$ cat src/rtl/elevator_if.sv
// Call-button / status bundle between the elevator controller and its host.
interface elevator_if #(parameter int FLOORS = 4);
  localparam int FW = (FLOORS > 1) ? $clog2(FLOORS) : 1;

  logic              tick_in;
  logic [FLOORS-1:0] req;
  logic [FW-1:0]     floor;
  logic              moving;
  logic              dir_up;
  logic              door_open;
  logic [FLOORS-1:0] pending;

  modport master (output tick_in, req,
                  input  floor, moving, dir_up, door_open, pending);
  modport slave  (input  tick_in, req,
                  output floor, moving, dir_up, door_open, pending);
endinterface

$ cat src/rtl/elevator_ctrl.sv
// Single-car elevator controller: latches calls, travels in tick-timed steps,
// serves the current direction first and holds the door on repeated calls.
module elevator_ctrl #(
  parameter int FLOORS       = 4,
  parameter int TRAVEL_TICKS = 2,
  parameter int DOOR_TICKS   = 3
) (
  input  logic     clk,
  input  logic     rst,
  elevator_if.slave bus
);
  localparam int FW   = (FLOORS > 1) ? $clog2(FLOORS) : 1;
  localparam int TMAX = (TRAVEL_TICKS > DOOR_TICKS) ? TRAVEL_TICKS : DOOR_TICKS;
  localparam int CW   = $clog2(TMAX + 1);

  typedef enum logic [1:0] {IDLE, MOVE_UP, MOVE_DOWN, DOOR} state_t;

  state_t            r_state;
  logic [FW-1:0]     r_floor;
  logic              r_dir_up;
  logic              r_moving;
  logic              r_door;
  logic [FLOORS-1:0] r_pending;
  logic [CW-1:0]     r_tcnt;
  logic [CW-1:0]     r_dcnt;
  logic              r_sync1, r_sync2, r_edge;

  logic              w_tick;
  logic [FLOORS-1:0] w_clr;
  logic [FW-1:0]     w_up_floor, w_dn_floor;
  logic              w_above, w_below, w_above_up, w_below_dn;

  function automatic logic any_above(input logic [FLOORS-1:0] p, input logic [FW-1:0] f);
    logic r;
    r = 1'b0;
    for (int i = 0; i < FLOORS; i++)
      if (FW'(i) > f && p[i]) r = 1'b1;
    return r;
  endfunction

  function automatic logic any_below(input logic [FLOORS-1:0] p, input logic [FW-1:0] f);
    logic r;
    r = 1'b0;
    for (int i = 0; i < FLOORS; i++)
      if (FW'(i) < f && p[i]) r = 1'b1;
    return r;
  endfunction

  assign w_tick     = r_sync2 & ~r_edge;
  assign w_clr      = (r_state == DOOR) ? (FLOORS'(1) << r_floor) : '0;
  assign w_up_floor = r_floor + FW'(1);
  assign w_dn_floor = r_floor - FW'(1);
  assign w_above    = any_above(r_pending, r_floor);
  assign w_below    = any_below(r_pending, r_floor);
  assign w_above_up = any_above(r_pending, w_up_floor);
  assign w_below_dn = any_below(r_pending, w_dn_floor);

  // tick_in is unrelated to clk: two flops for metastability, a third for edge detect
  always_ff @(posedge clk or posedge rst) begin
    if (rst) begin
      r_sync1 <= 1'b0;
      r_sync2 <= 1'b0;
      r_edge  <= 1'b0;
    end else begin
      r_sync1 <= bus.tick_in;
      r_sync2 <= r_sync1;
      r_edge  <= r_sync2;
    end
  end

  always_ff @(posedge clk or posedge rst) begin
    if (rst) r_pending <= '0;
    else     r_pending <= (r_pending | bus.req) & ~w_clr;
  end

  always_ff @(posedge clk or posedge rst) begin
    if (rst) begin
      r_state  <= IDLE;
      r_floor  <= '0;
      r_dir_up <= 1'b1;
      r_moving <= 1'b0;
      r_door   <= 1'b0;
      r_tcnt   <= '0;
      r_dcnt   <= '0;
    end else begin
      case (r_state)
        IDLE: begin
          if (r_pending[r_floor]) begin
            r_state <= DOOR;
            r_door  <= 1'b1;
            r_dcnt  <= '0;
          end else if (w_above && (r_dir_up || !w_below)) begin
            r_state  <= MOVE_UP;
            r_moving <= 1'b1;
            r_dir_up <= 1'b1;
            r_tcnt   <= '0;
          end else if (w_below) begin
            r_state  <= MOVE_DOWN;
            r_moving <= 1'b1;
            r_dir_up <= 1'b0;
            r_tcnt   <= '0;
          end
        end
        MOVE_UP: begin
          if (w_tick) begin
            if (r_tcnt == CW'(TRAVEL_TICKS - 1)) begin
              r_tcnt <= '0;
              if (r_floor == FW'(FLOORS - 1)) begin
                r_state  <= IDLE;
                r_moving <= 1'b0;
              end else begin
                r_floor <= w_up_floor;
                if (r_pending[w_up_floor]) begin
                  r_state  <= DOOR;
                  r_moving <= 1'b0;
                  r_door   <= 1'b1;
                  r_dcnt   <= '0;
                end else if (!w_above_up) begin
                  r_state  <= IDLE;
                  r_moving <= 1'b0;
                end
              end
            end else begin
              r_tcnt <= r_tcnt + CW'(1);
            end
          end
        end
        MOVE_DOWN: begin
          if (w_tick) begin
            if (r_tcnt == CW'(TRAVEL_TICKS - 1)) begin
              r_tcnt <= '0;
              if (r_floor == '0) begin
                r_state  <= IDLE;
                r_moving <= 1'b0;
              end else begin
                r_floor <= w_dn_floor;
                if (r_pending[w_dn_floor]) begin
                  r_state  <= DOOR;
                  r_moving <= 1'b0;
                  r_door   <= 1'b1;
                  r_dcnt   <= '0;
                end else if (!w_below_dn) begin
                  r_state  <= IDLE;
                  r_moving <= 1'b0;
                end
              end
            end else begin
              r_tcnt <= r_tcnt + CW'(1);
            end
          end
        end
        DOOR: begin
          // a call for this floor keeps the door open from scratch
          if (bus.req[r_floor]) begin
            r_dcnt <= '0;
          end else if (w_tick) begin
            if (r_dcnt == CW'(DOOR_TICKS - 1)) begin
              r_state <= IDLE;
              r_door  <= 1'b0;
              r_dcnt  <= '0;
            end else begin
              r_dcnt <= r_dcnt + CW'(1);
            end
          end
        end
        default: r_state <= IDLE;
      endcase
    end
  end

  assign bus.floor     = r_floor;
  assign bus.moving    = r_moving;
  assign bus.dir_up    = r_dir_up;
  assign bus.door_open = r_door;
  assign bus.pending   = r_pending;
endmodule

$ cat src/flat_wrapper.sv
// flat-port wrapper written by rule: the top's interface ports become plain ports
module elevator_ctrl_flat 
#(
  parameter int FLOORS       = 4,
  parameter int TRAVEL_TICKS = 2,
  parameter int DOOR_TICKS   = 3
)
  (clk, rst, bus_tick_in, bus_req, bus_floor, bus_moving, bus_dir_up, bus_door_open, bus_pending);
  elevator_if #(.FLOORS(FLOORS)) bus_i ();
  input  logic clk;
  input  logic rst;
  input wire logic [$bits(bus_i.tick_in)-1:0] bus_tick_in;
  input wire logic [$bits(bus_i.req)-1:0] bus_req;
  output wire logic [$bits(bus_i.floor)-1:0] bus_floor;
  output wire logic [$bits(bus_i.moving)-1:0] bus_moving;
  output wire logic [$bits(bus_i.dir_up)-1:0] bus_dir_up;
  output wire logic [$bits(bus_i.door_open)-1:0] bus_door_open;
  output wire logic [$bits(bus_i.pending)-1:0] bus_pending;
  assign bus_i.tick_in = bus_tick_in;
  assign bus_i.req = bus_req;
  assign bus_floor = bus_i.floor;
  assign bus_moving = bus_i.moving;
  assign bus_dir_up = bus_i.dir_up;
  assign bus_door_open = bus_i.door_open;
  assign bus_pending = bus_i.pending;
  elevator_ctrl #(.FLOORS(FLOORS), .TRAVEL_TICKS(TRAVEL_TICKS), .DOOR_TICKS(DOOR_TICKS)) u_core (.clk(clk), .rst(rst), .bus(bus_i));
endmodule
$ cat config.mk
export PLATFORM = sky130hd
export DESIGN_NAME = elevator_ctrl_flat
export DESIGN_NICKNAME = d
export VERILOG_FILES = /design/src/rtl/elevator_if.sv /design/src/rtl/elevator_ctrl.sv /design/src/flat_wrapper.sv
export SDC_FILE = /design/constraint.sdc
export NUM_CORES = 1
export LEC_CHECK = 0
export CAP_MARGIN = 25
export CORE_ASPECT_RATIO = 0.75
export CORE_MARGIN = 2
export CORE_UTILIZATION = 53
export DETAILED_ROUTE_END_ITERATION = 7
export PLACE_DENSITY = 0.81
export SETUP_SLACK_MARGIN = 0.05
export SLEW_MARGIN = 20
export SYNTH_ARGS = -nofsm -noshare
export SYNTH_HDL_FRONTEND = slang
export SYNTH_SLANG_ARGS = --single-unit
$ cat constraint.sdc
create_clock -name clk -period 6.25 [get_ports clk]
set_clock_uncertainty 0.1 [all_clocks]
set_input_delay 1.25 -clock clk [delete_from_list [all_inputs] [get_ports clk]]
set_output_delay 1.25 -clock clk [all_outputs]
set_load 0.01 [all_outputs]
==> metrics, run 1 <==
Final setup viols=0; Slew @ Worst Pin=702 ps; detail-routed via count per cell=6.28; post-synthesis sequential area ratio=36.6%; final hold vios=0; max-slew violations=0; 1st-pass router iterations=4; YS warnings=0; Overflow after GRT=0; largest net degree at the start of global routing=19; Setup CP Type=input pin to flop; Die X=59.7 um; Initial Utilization=54.7%; outcome=completed; die height=45.8 um; dpl cells=155; Die ar.=0.00273 mm2; CTS H-tree lvls=1; post-CTS setup buffers=0; Max-slew headroom=53.2%; initial antenna violation count=0; Max VDD drop=0.319 mV; Max Fclk=337 MHz; Std-Cell Rows=15; Mapped Cells=116; IO buf count=15; number of max-cap violations=0; CTS tree=yes; core area=0.00225 mm2; post-detail-place hpwl=1990 um; pwr/cell area=586 mW/mm2; first-pass GRT wire length=4400 um; Setup TNS=0 ps; Synth cell types=38; crit share post-route=47.5%; P&R area growth vs syn=16.8%; syn nets=133; CTS Buffer Depth=2; number of global-route vias before repair=984; routed via count=999; GPL Wtd Cong=0.896; Nets=152; leading area contributor after synthesis=dfrtp_1; CP required=6350 ps; Post-DRT Antenna Nets=0; Leak=0.000658 uW; share of the synthesized area in the top cell type=34.5%; post-route insts no fill=159; DRC=0; Final Critical Period=2970 ps; worst hold slack=264 ps; Synth Cell Area=0.00123 mm2; startpoint types=input pin; cts hold-fix bufs=0; Global Route Usage Sum=22.6%; critical path peak fanout=3; Clock transition at path regs=110 ps; Ports=16; clk_lat worst skew=300 ps; Mapped Avg Cell Area=10.6 um2; DRT Wirelength=2710 um; Wirelength per Cell=17.1 um; clock root cell=clkbuf_4; CP endpoint kind=flop; DR iter-0 viols=34; number of antenna diodes=0; CTS sink count=18; post_cts resized=0; HP Class=flop to flop; synth top area cells=dfrtp_1, ha_1, inv_1, mux4_1, mux4_2; Crit path arrival time=3060 ps; Num CTS Buffers=3; RSZ-0062 raised after global routing=no; share of cells above drive strength 1=11.2%; post-synthesis register bit count=18
[critical path: stages]
cell and delay [ps]:
clkdlybuf4s50_1 430, mux4_2 500, o21ai_0 310, o311a_2 280, mux2_4 300
[synth_stat cells]
cell type / number
xnor2_1: 2
o311a_2: 1
nand3b_1: 1
a21oi_1: 8
and3b_1: 2
a21o_1: 2
o21a_1: 1
mux2i_1: 3
o311a_1: 1
nor3b_1: 2
mux4_2: 2
ha_1: 10
a221o_2: 1
nor2_4: 1
mux2_4: 2
dfstp_2: 1
or2b_1: 1
a221oi_1: 2
dfrtp_1: 17
a211oi_4: 1
nand3_1: 1
o22ai_1: 1
o21ai_0: 5
a41oi_1: 1
nor2b_1: 2
nor3_1: 1
nor2_1: 7
o211ai_1: 3
buf_6: 1
inv_1: 17
a31oi_1: 1
a311oi_2: 2
mux4_1: 2
nand2_1: 5
a32o_1: 1
a32oi_1: 1
o211a_1: 1
nand2b_1: 3
[cell families after synthesis]
| logic type | after synthesis | share of synthesized area, % |
|---|---|---|
| AO/OA/AOI/OAI | 33 | 21.1 |
| AND/OR/NAND/NOR | 26 | 11.8 |
| buffers and inverters | 18 | 6.09 |
| flip-flops | 18 | 36.7 |
| multiplexers | 9 | 12.8 |
| XOR/XNOR | 2 | 1.42 |
| adder cells (fa/ha/maj) | 10 | 10.2 |
[layer usage]
| metal | track usage, % | up-vias | wire length (um) |
|---|---|---|---|
| li1 | - | 456 | - |
| met1 | 30.9 | 491 | 1220 |
| met2 | 32.4 | 48 | 1270 |
| met3 | 7.10 | 4 | 195 |
| met4 | 11.1 | 0 | 27 |
| met5 | 0 | - | 0 |
[registers in the layout, indices dropped and copies added, names as in the netlist]
signal / flops
u_core.r_sync1: 1
u_core.bus.moving: 1
u_core.bus.dir_up: 1
u_core.bus.pending: 4
u_core.r_tcnt: 2
u_core.r_edge: 1
u_core.bus.door_open: 1
u_core.bus.floor: 2
u_core.r_sync2: 1
u_core.r_dcnt: 2
u_core.r_state: 2
[layout by cell type (no fill, tap or decap), types with 3 or more instances in the layout]
master and n:
a21oi_1 8, clkbuf_4 3, clkdlybuf4s50_1 15, dfrtp_1 17, ha_1 10, inv_1 17, mux2i_1 3, nand2_1 5
nand2b_1 3, nor2_1 7, o211ai_1 3, o21ai_0 5
[stage by stage]
stage	total power, uW	area (um2)	util, %	worst slack, ps
2_1_floorplan	616	1230	-	3530
3_3_place_gp	741	1400	62.3	3020
3_5_place_dp	759	1400	62.3	2990
4_1_cts	838	1440	63.9	3320
5_1_grt	901	1440	63.9	3220
6_report	844	1440	63.9	3280
[area by class of cell]
class,count,area (um2)
clock buffers,4,36.3
fillers,179,813
inverters,17,63.8
multi-input cells,80,706
flip-flops and latches,18,452
well taps,25,31.3
repair buffers,15,150
[final timing paths]
kind                                                  from                             to  slack [ps]  depth (start not counted)
min in group asynchronous                              rst        u_core.r_edge$_DFF_PP0_        1240                          2
hold / removal                    u_core.r_sync1$_DFF_PP0_       u_core.r_sync2$_DFF_PP0_         260                          0
max in group asynchronous                              rst  u_core.bus.moving$_DFFE_PP0P_        4360                          2
setup reg to reg           u_core.bus.floor[0]$_DFFE_PP0P_  u_core.r_state[0]$_DFFE_PP0P_        3310                          6
hold reg to reg                   u_core.r_sync1$_DFF_PP0_       u_core.r_sync2$_DFF_PP0_         260                          0
setup / recovery                                bus_req[0]  u_core.r_state[0]$_DFFE_PP0P_        3280                          5
[power by group]
part,internal (uW),switching (uW)
Combinational,266,276
Clock,35.6,38.8
Sequential,162,65.7
Total,463,380
Note: power is estimated with default switching activity, not from simulation.
==> run 2, diff against run 1 <==
Settings changed: CORE_UTILIZATION 53 to 49, PLACE_DENSITY 0.81 to 0.79.
Clock period 6.25 ns to 2.63 ns, I/O delays scaled along.
==> metrics, run 2 (synthesized netlist as in run 1, its figures left out) <==
Critical path destination=u_core.r_state[0]$_DFFE_PP0P_; post-detail-place hpwl=2200 um (+11%); cts hold-fix bufs=0 (unchanged); CTS Buffer Depth=2 (unchanged); clk_lat worst skew=310 ps (about the same); initial antenna violation count=0 (unchanged); number of max-cap violations=0 (unchanged); flop2flop setup slack=160 ps (-3150 ps); CTS tree=yes; DR iter-0 viols=93 (+170%); CP max stage delay=560 ps (+60 ps); Reg-to-Reg End=u_core.r_state[0]$_DFFE_PP0P_; FILL cells=191 (+6.7%); register area=453 um2 (+0.28%); Num CTS Buffers=3 (unchanged); Overflow after GRT=0 (unchanged); R2R depth=6 (unchanged); CP required=2730 ps (-3620 ps); Die X=61.9 um (+3.7%); commonest non-fill, non-tap cells in the layout=inv_1, dfrtp_1, clkdlybuf4s50_1; area of the multi-input gates=724 um2 (+2.7%); delay-heaviest family, CP=multiplexers; die height=47.4 um (+3.6%); Setup TNS=0 ps (unchanged); max-slew violations=0 (unchanged); DRT Wirelength=2890 um (+6.7%); dpl cell area=0.00145 mm2 (+3.0%); Crit path depth=6 (+1); CP endpoint kind=flop; first-pass GRT wire length=4700 um (+6.9%); critical path peak fanout=5 (+2); Nets=156 (+2.6%); critical path cell sequence=inv_1, ha_4, mux4_2, a311oi_2, o311a_4, mux2_4; final hold vios=0 (unchanged); Ports=16 (unchanged); number of antenna diodes=0 (unchanged); Setup CP Type=flop to flop; commonest non-fill, non-tap cell in the layout=inv_1; crit path buf inv count=1 (unchanged); routed via count=1017 (+1.8%); largest net degree at the start of global routing=19 (unchanged); outcome=completed; Global Route Usage Sum=23.3% (+0.71 points); startpoint types=flop; DRC=0 (unchanged); slowest CP cell=mux4_2; crit path launch=u_core.bus.floor[1]$_DFFE_PP0P_; Clock transition at path regs=110 ps (about the same); Largest register FFs=4 (unchanged); RR Startpoint=u_core.bus.floor[1]$_DFFE_PP0P_; Final setup viols=0 (unchanged); final core utilization=63.9% (about the same); Wirelength per Cell=16.8 um (-1.4%); Std-Cell Rows=15 (unchanged); GPL Wtd Cong=0.823 (-8.1%); 1st-pass router iterations=4 (unchanged); Die ar.=0.00294 mm2 (+7.5%); number of global-route vias before repair=961 (-2.3%); Overall Power=2130 uW (+150%); Slew @ Worst Pin=680 ps (-21.3 ps); Leak=0.000679 uW (+3.2%); HP Class=flop to flop; detail-routed via count per cell=5.91 (-5.9%); Finished Cell Area=0.00150 mm2 (+4.3%); IO buf count=15 (unchanged); Max VDD drop=0.681 mV (+110%); Crit path arrival time=2570 ps (-490 ps); P&R area growth vs syn=21.7%; CTS H-tree lvls=1 (unchanged); Initial Utilization=52.5% (-2.2 points); RSZ-0062 raised after global routing=no; pwr/cell area=1420 mW/mm2 (+140%); core area=0.00235 mm2 (+4.2%); Final Critical Period=2470 ps; Max-slew headroom=54.6% (+1.4 points); crit share post-route=94.1%; Max Fclk=404 MHz; share of cells above drive strength 1=15.9% (+4.7 points); CTS sink count=18 (unchanged); Post-DRT Antenna Nets=0 (unchanged); clock root cell=clkbuf_4
==> run 2: stage by stage <==
| step | setup WS, ps | hold WS (ps) | std cells |
|---|---|---|---|
| after floorplan | 62.4 | 231 | 116 |
| after global placement | 70.9 | 233 | 168 |
| after detailed placement | 32.1 | 235 | 168 |
| after CTS | 133 | 259 | 172 |
| after global routing | 65.0 | 289 | 172 |
| final | 156 | 258 | 172 |
==> run 2: routing by layer <==
layer,wire length (um),global-route usage (%),vias to the layer above
met5,0,0,-
met4,66,9.36,0
met3,223,7.30,9
met2,1340,37.9,38
met1,1260,29.3,504
li1,-,-,466
==> run 2: timing repair <==
action | 4_1_cts | 5_1_grt
endpoints found under the hold margin | 0 | 0
resized for setup | 0 | 4
setup buffers | 0 | 0
setup endpoints to repair | 0 | 2
==> run 2: where the power goes <==
part | leakage (uW) | internal, uW | switching (uW)
clock | 0.0000210 | 84.6 | 92.4
sequential | 0.000205 | 386 | 114
combinational | 0.000453 | 714 | 740
==> run 2: area by class of cell <==
type	count	share of cell area (%)
inverters	17	4.25
clock buffers	4	2.42
flip-flops and latches	18	30.2
multi-input cells	80	48.3
repair buffers	19	12.0
well taps	34	2.84
==> run 2: how the worst min path moves through the flow <==
stage                                         from  cells past startpoint  slack (ps)                        to
after floorplan           u_core.r_sync1$_DFF_PP0_                      0         230  u_core.r_sync2$_DFF_PP0_
after global placement    u_core.r_sync1$_DFF_PP0_                      0         230  u_core.r_sync2$_DFF_PP0_
after detailed placement  u_core.r_sync1$_DFF_PP0_                      0         230  u_core.r_sync2$_DFF_PP0_
after CTS                 u_core.r_sync1$_DFF_PP0_                      0         260  u_core.r_sync2$_DFF_PP0_
after global routing      u_core.r_sync1$_DFF_PP0_                      0         290  u_core.r_sync2$_DFF_PP0_
final                     u_core.r_sync1$_DFF_PP0_                      0         260  u_core.r_sync2$_DFF_PP0_
==> run 3, diff against run 2 <==
Settings changed: TNS_END_PERCENT set to 10.
==> results of run 3 <==
Same layout as run 2: the final DEF is identical, and so are final timing and power.
==> patch 1 (config.mk and constraints of run 2) <==
`TRAVEL_TICKS` is set to 2 in 2 places; all go to 1.
--- a/src/rtl/elevator_ctrl.sv
+++ b/src/rtl/elevator_ctrl.sv
@@ -2,7 +2,7 @@
 // serves the current direction first and holds the door on repeated calls.
 module elevator_ctrl #(
   parameter int FLOORS       = 4,
-  parameter int TRAVEL_TICKS = 2,
+  parameter int TRAVEL_TICKS = 1,
   parameter int DOOR_TICKS   = 3
 ) (
   input  logic     clk,
--- a/src/flat_wrapper.sv
+++ b/src/flat_wrapper.sv
@@ -2,7 +2,7 @@
 module elevator_ctrl_flat 
 #(
   parameter int FLOORS       = 4,
-  parameter int TRAVEL_TICKS = 2,
+  parameter int TRAVEL_TICKS = 1,
   parameter int DOOR_TICKS   = 3
 )
   (clk, rst, bus_tick_in, bus_req, bus_floor, bus_moving, bus_dir_up, bus_door_open, bus_pending);
Function: changed (Yosys sat finds a counterexample within 4 cycles, from zero or initial values and one cycle with rst high).
==> patch 1 against run 2 <==
Synthesized cell count rose by 4.3%; total power down 9.2%; first-iteration DRC count is 47% lower; via count is essentially flat; worst setup slack improved by 38 ps; design area down 1.7%; area after synthesis rose by 0.10%; critical path depth is 1 lower; sequential cell count unchanged; count of clock-buffer cells in the layout stayed put; clock power fell by 15%; routed wire length fell by 2.3%; critical endpoint is now u_core.r_state[1]$_DFFE_PP0P_; largest cell class unchanged; largest power group unchanged; highest routed layer unchanged.
==> patch 1: results (changes against run 2) <==
metric	value	unit	change
arrival	2520	ps	was 2570 ps
finalNetCount	163		was 156
dr.pass1.iters	4		unchanged
final-clk-cell-share	1.78	%	was 2.42%
met1_length	1320	um	was 1260 um
met3_length	143	um	was 223 um
critPathMaxFanout	2		was 5
drive_gt1_share	9.09	%	was 15.9%
p_sw	0.000862	W	was 0.000947 W
n_sequential_cell	18		unchanged
reg2reg_from	u_core.bus.floor[0]$_DFFE_PP0P_		was u_core.bus.floor[1]$_DFFE_PP0P_
p_leak	0.618	nW	was 0.679 nW
layout.nonclk_buf_share	11.7	%	was 12.0%
nMultiInputCombCells	90		was 80
first_global_vias	963		was 961
place_inst	173		was 168
postSynth.asyncResetShare	100	%	unchanged
nNonClkBuffers	18		was 19
syn_nets	140		was 133
grtUsageMet2	35.8	%	was 37.9%
worst_slew_pin_slew	734	ps	was 680 ps
n_all_inverters	13		was 17
yosys-top-cells-area	dfrtp_1 34%, ha_1 12%, mux4_1 6.4%		was dfrtp_1 35%, ha_1 10%, inv_1 5.2%
critPathMaxStageDelay	500	ps	was 560 ps
syn_inst	121		was 116
grt_use_met1	32.0	%	was 29.3%
vias	1016		was 1,017
drt_iter0_drc	49		was 93
syn2layout_area_growth	19.6	%	was 21.7%
instances_no_fill	177		was 172
wl_per_cell	16.0	um	was 16.8 um
regToRegSetupSlack	220	ps	was 160 ps
seq-cell-share	30.6	%	was 30.2%
synthDistinctLibCells	35		was 38
peakVddDrop	0.000773	V	was 0.000681 V
ys_seq_area_share	36.6	%	about the same
combPwrFrac	67.3	%	was 68.2%
synth_common_cells	17 x dfrtp_1, 13 x inv_1, 12 x ha_1, 10 x nor2b_1		was 17 x dfrtp_1, 17 x inv_1, 10 x ha_1, 8 x a21oi_1, 7 x nor2_1
multi_input_area_share	49.7	%	was 48.3%
hold_ws	265	ps	was 258 ps
status	finished clean		unchanged
grt_util_all_layers	22.6	%	was 23.3%
dp_hpwl	2160	um	was 2200 um
use_met3	5.95	%	was 7.30%
p_clk_share	7.8	%	was 8.3%
grt_pass1_wl	4650	um	was 4700 um
gp_congestion	0.865		was 0.823
## patch 1: changes by cell type in the layout (fill, tap and decap cells not counted), sizes merged, moves of 2 or more
| cell | before | now |
|---|---|---|
| o31ai | 0 | 2 |
| o22ai | 1 | 3 |
| o311a | 2 | 0 |
| o21ai | 5 | 8 |
| nor3b | 2 | 0 |
| nand2 | 5 | 8 |
| nor2b | 2 | 10 |
| and3b | 2 | 0 |
| o211ai | 3 | 0 |
| ha | 10 | 12 |
| a21oi | 8 | 6 |
| inv | 17 | 13 |
## patch 1: per-stage QoR
stage,setup WS (ps),cell area [sq um],power [W]
after CTS,207,1480,0.00192
after floorplan,97.9,1230,0.00135
final,194,1480,0.00194
after global routing,50.0,1480,0.00209
after global placement,-21.1,1450,0.00171
after detailed placement,-114,1450,0.00176
## patch 1: worst max-delay path by stage
stage | depth (start not counted) | end | slack [ps] | start
2_1_floorplan | 6 | u_core.r_state[1]$_DFFE_PP0P_ | 100 | u_core.bus.floor[0]$_DFFE_PP0P_
3_3_place_gp | 5 | u_core.r_state[1]$_DFFE_PP0P_ | -20 | bus_req[3]
3_5_place_dp | 5 | u_core.r_state[1]$_DFFE_PP0P_ | -110 | bus_req[2]
4_1_cts | 5 | u_core.r_state[1]$_DFFE_PP0P_ | 210 | bus_req[2]
5_1_grt | 6 | u_core.r_state[1]$_DFFE_PP0P_ | 50 | u_core.bus.floor[0]$_DFFE_PP0P_
6_report | 5 | u_core.r_state[1]$_DFFE_PP0P_ | 190 | bus_req[2]
## patch 1: logic make-up after synthesis
logic type | Yosys count | share of synthesized area [%]
muxes | 9 | 12.5
adders and majority gates | 12 | 12.2
DFF | 18 | 36.6
buffers and inverters | 13 | 3.96
AOI/OAI and AO/OA | 30 | 16.3
xor gates and xnor gates | 1 | 0.710
and+or+nand+nor | 38 | 17.8
==> patch 2 (settings of run 2) <==
Without the edit above. Re-encode `state_t` (4 states) as one-hot, 4 bits wide.
--- a/src/rtl/elevator_ctrl.sv
+++ b/src/rtl/elevator_ctrl.sv
@@ -13,7 +13,7 @@
   localparam int TMAX = (TRAVEL_TICKS > DOOR_TICKS) ? TRAVEL_TICKS : DOOR_TICKS;
   localparam int CW   = $clog2(TMAX + 1);
 
-  typedef enum logic [1:0] {IDLE, MOVE_UP, MOVE_DOWN, DOOR} state_t;
+  typedef enum logic [3:0] {IDLE = 4'b0001, MOVE_UP = 4'b0010, MOVE_DOWN = 4'b0100, DOOR = 4'b1000} state_t;
 
   state_t            r_state;
   logic [FW-1:0]     r_floor;
Behaviour: no difference found for any inputs over 10 cycles, from zero or initial values and one cycle with rst high; not proved beyond that.
==> patch 2 against run 2 <==
Synthesized cell count is 14% higher; global-route usage is 1.0 points lower; cell count is 9.9% higher; routed wire length is 13% higher; sequential power is 1% lower; design area is 7.6% higher; total power is 30% lower; area after synthesis is 7.9% higher; critical path depth is 1 higher; sequential cell count is 2 higher; worst setup slack better by 0.64 ps; worst hold slack better by 1.5 ps; combinational power is 50% lower; largest cell class unchanged; largest power group unchanged.
==> patch 2: results (changes against run 2) <==
metric	value	unit	change
status	finished clean		unchanged
dp_hpwl	2430	um	was 2200 um
yosys-top-cells-area	dfrtp_1 34%, mux4_2 6.8%, ha_1 5.6%		was dfrtp_1 35%, ha_1 10%, inv_1 5.2%
place_ws	-78.6	ps	was 32.1 ps
insertion_delay	310	ps	about the same
first_global_vias	1093		was 961
syn_inst	132		was 116
arrival	2590	ps	was 2570 ps
gp_congestion	0.939		was 0.823
endpoint	u_core.r_state[2]$_DFFE_PP0P_		was u_core.r_state[0]$_DFFE_PP0P_
crit_path_start	u_core.bus.floor[0]$_DFFE_PP0P_		was u_core.bus.floor[1]$_DFFE_PP0P_
worst_hold_path_type	reg -> reg		unchanged
grt_pass1_wl	5300	um	was 4700 um
grt_util_all_layers	22.2	%	was 23.3%
placed_cell_area	0.00154	sq mm	was 0.00145 sq mm
cts.clk_slew.worst_paths	120	ps	
p_leak	0.683	nW	was 0.679 nW
grt_max_degree	21		was 19
drive_gt1_share	20.3	%	was 15.9%
cp_top_family	multiplexers		unchanged
drt_iter0_drc	74		was 93
syn_nets	145		was 133
min_period	2470	ps	about the same
synth_common_cells	18 x dfrtp_1, 15 x nor2_1, 9 x a21oi_1		was 17 x dfrtp_1, 17 x inv_1, 10 x ha_1, 8 x a21oi_1, 7 x nor2_1
peakVddDrop	0.000399	V	was 0.000681 V
synthDistinctLibCells	46		was 38
r2r_cells	7		was 6
via_per_inst	5.80		was 5.91
relSlewSlack	49.2	%	was 54.6%
finalNetCount	167		was 156
critPathMaxStageDelay	540	ps	was 560 ps
wl_per_cell	17.2	um	was 16.8 um
ys_seq_area_share	37.8	%	was 36.6%
place_inst	184		was 168
instances_no_fill	189		was 172
antenna_found_initial	0		unchanged
## patch 2: cell types whose count changed after synthesis, moves of 3 or more
| cell | before | now |
|---|---|---|
| and2_1 | 0 | 3 |
| buf_2 | 0 | 4 |
| ha_1 | 10 | 6 |
| inv_1 | 17 | 7 |
| nand2b_1 | 3 | 7 |
| nor2_1 | 7 | 15 |
| o211ai_1 | 3 | 0 |
## patch 2: layout make-up
class | instances | area, sq um
flip-flops and latches | 20 | 505
clock inverters | 1 | 30.0
fillers | 227 | 988
inverters | 8 | 30.0
repair buffers | 22 | 203
multi-input cells | 99 | 778
well taps | 36 | 45.0
clock buffers | 3 | 22.5
## patch 2: cell families after synthesis
kind of cell,count (synthesis),share of synthesized area [%]
buf+inv,13,4.61
flops,20,37.8
compound gates,31,18.3
simple gates,52,22.2
xor+xnor,3,1.98
mux,7,9.50
fa+ha+maj,6,5.64
## patch 2: worst min-delay path by stage
stage / startpoint / end / cells after the start
floorplan: u_core.r_sync1$_DFF_PP0_ / u_core.r_sync2$_DFF_PP0_ / 0
global placement: u_core.r_sync1$_DFF_PP0_ / u_core.r_sync2$_DFF_PP0_ / 0
detailed placement: u_core.r_sync1$_DFF_PP0_ / u_core.r_sync2$_DFF_PP0_ / 0
CTS: u_core.r_sync1$_DFF_PP0_ / u_core.r_sync2$_DFF_PP0_ / 0
global route: u_core.r_sync1$_DFF_PP0_ / u_core.r_sync2$_DFF_PP0_ / 0
finish: u_core.r_sync1$_DFF_PP0_ / u_core.r_sync2$_DFF_PP0_ / 0
## patch 2: where the power goes
group / switching (W) / leakage [nW] / internal, W / total (W)
logic: 0.000371 / 0.423 / 0.000360 / 0.000731
clock network: 0.000103 / 0.0279 / 0.000154 / 0.000257
registers: 0.0000966 / 0.232 / 0.000397 / 0.000494
total: 0.000571 / 0.683 / 0.000911 / 0.00148
## patch 2: what timing repair did
item,in CTS,in global routing
setup buffers,0,1
gates resized for setup,0,2
hold endpoints to repair,0,0
setup endpoints to repair,0,1
hold buffers,0,0
## patch 2: per-stage QoR
step	util [%]	hold slack, ps	setup TNS, ps
after floorplan	-	231	0
after global placement	59.2	236	-11.8
after detailed placement	59.2	240	-78.6
after CTS	61.3	265	0
after global routing	62.0	286	0
final	62.0	259	0
## patch 2: routing by layer
| layer | part of all wire [%] | global-route usage, % |
|---|---|---|
| met2 | 48 | 35.4 |
| met5 | 0 | 0 |
| met4 | 0.52 | 4.96 |
| met1 | 47 | 31.3 |
| met3 | 4.4 | 4.85 |
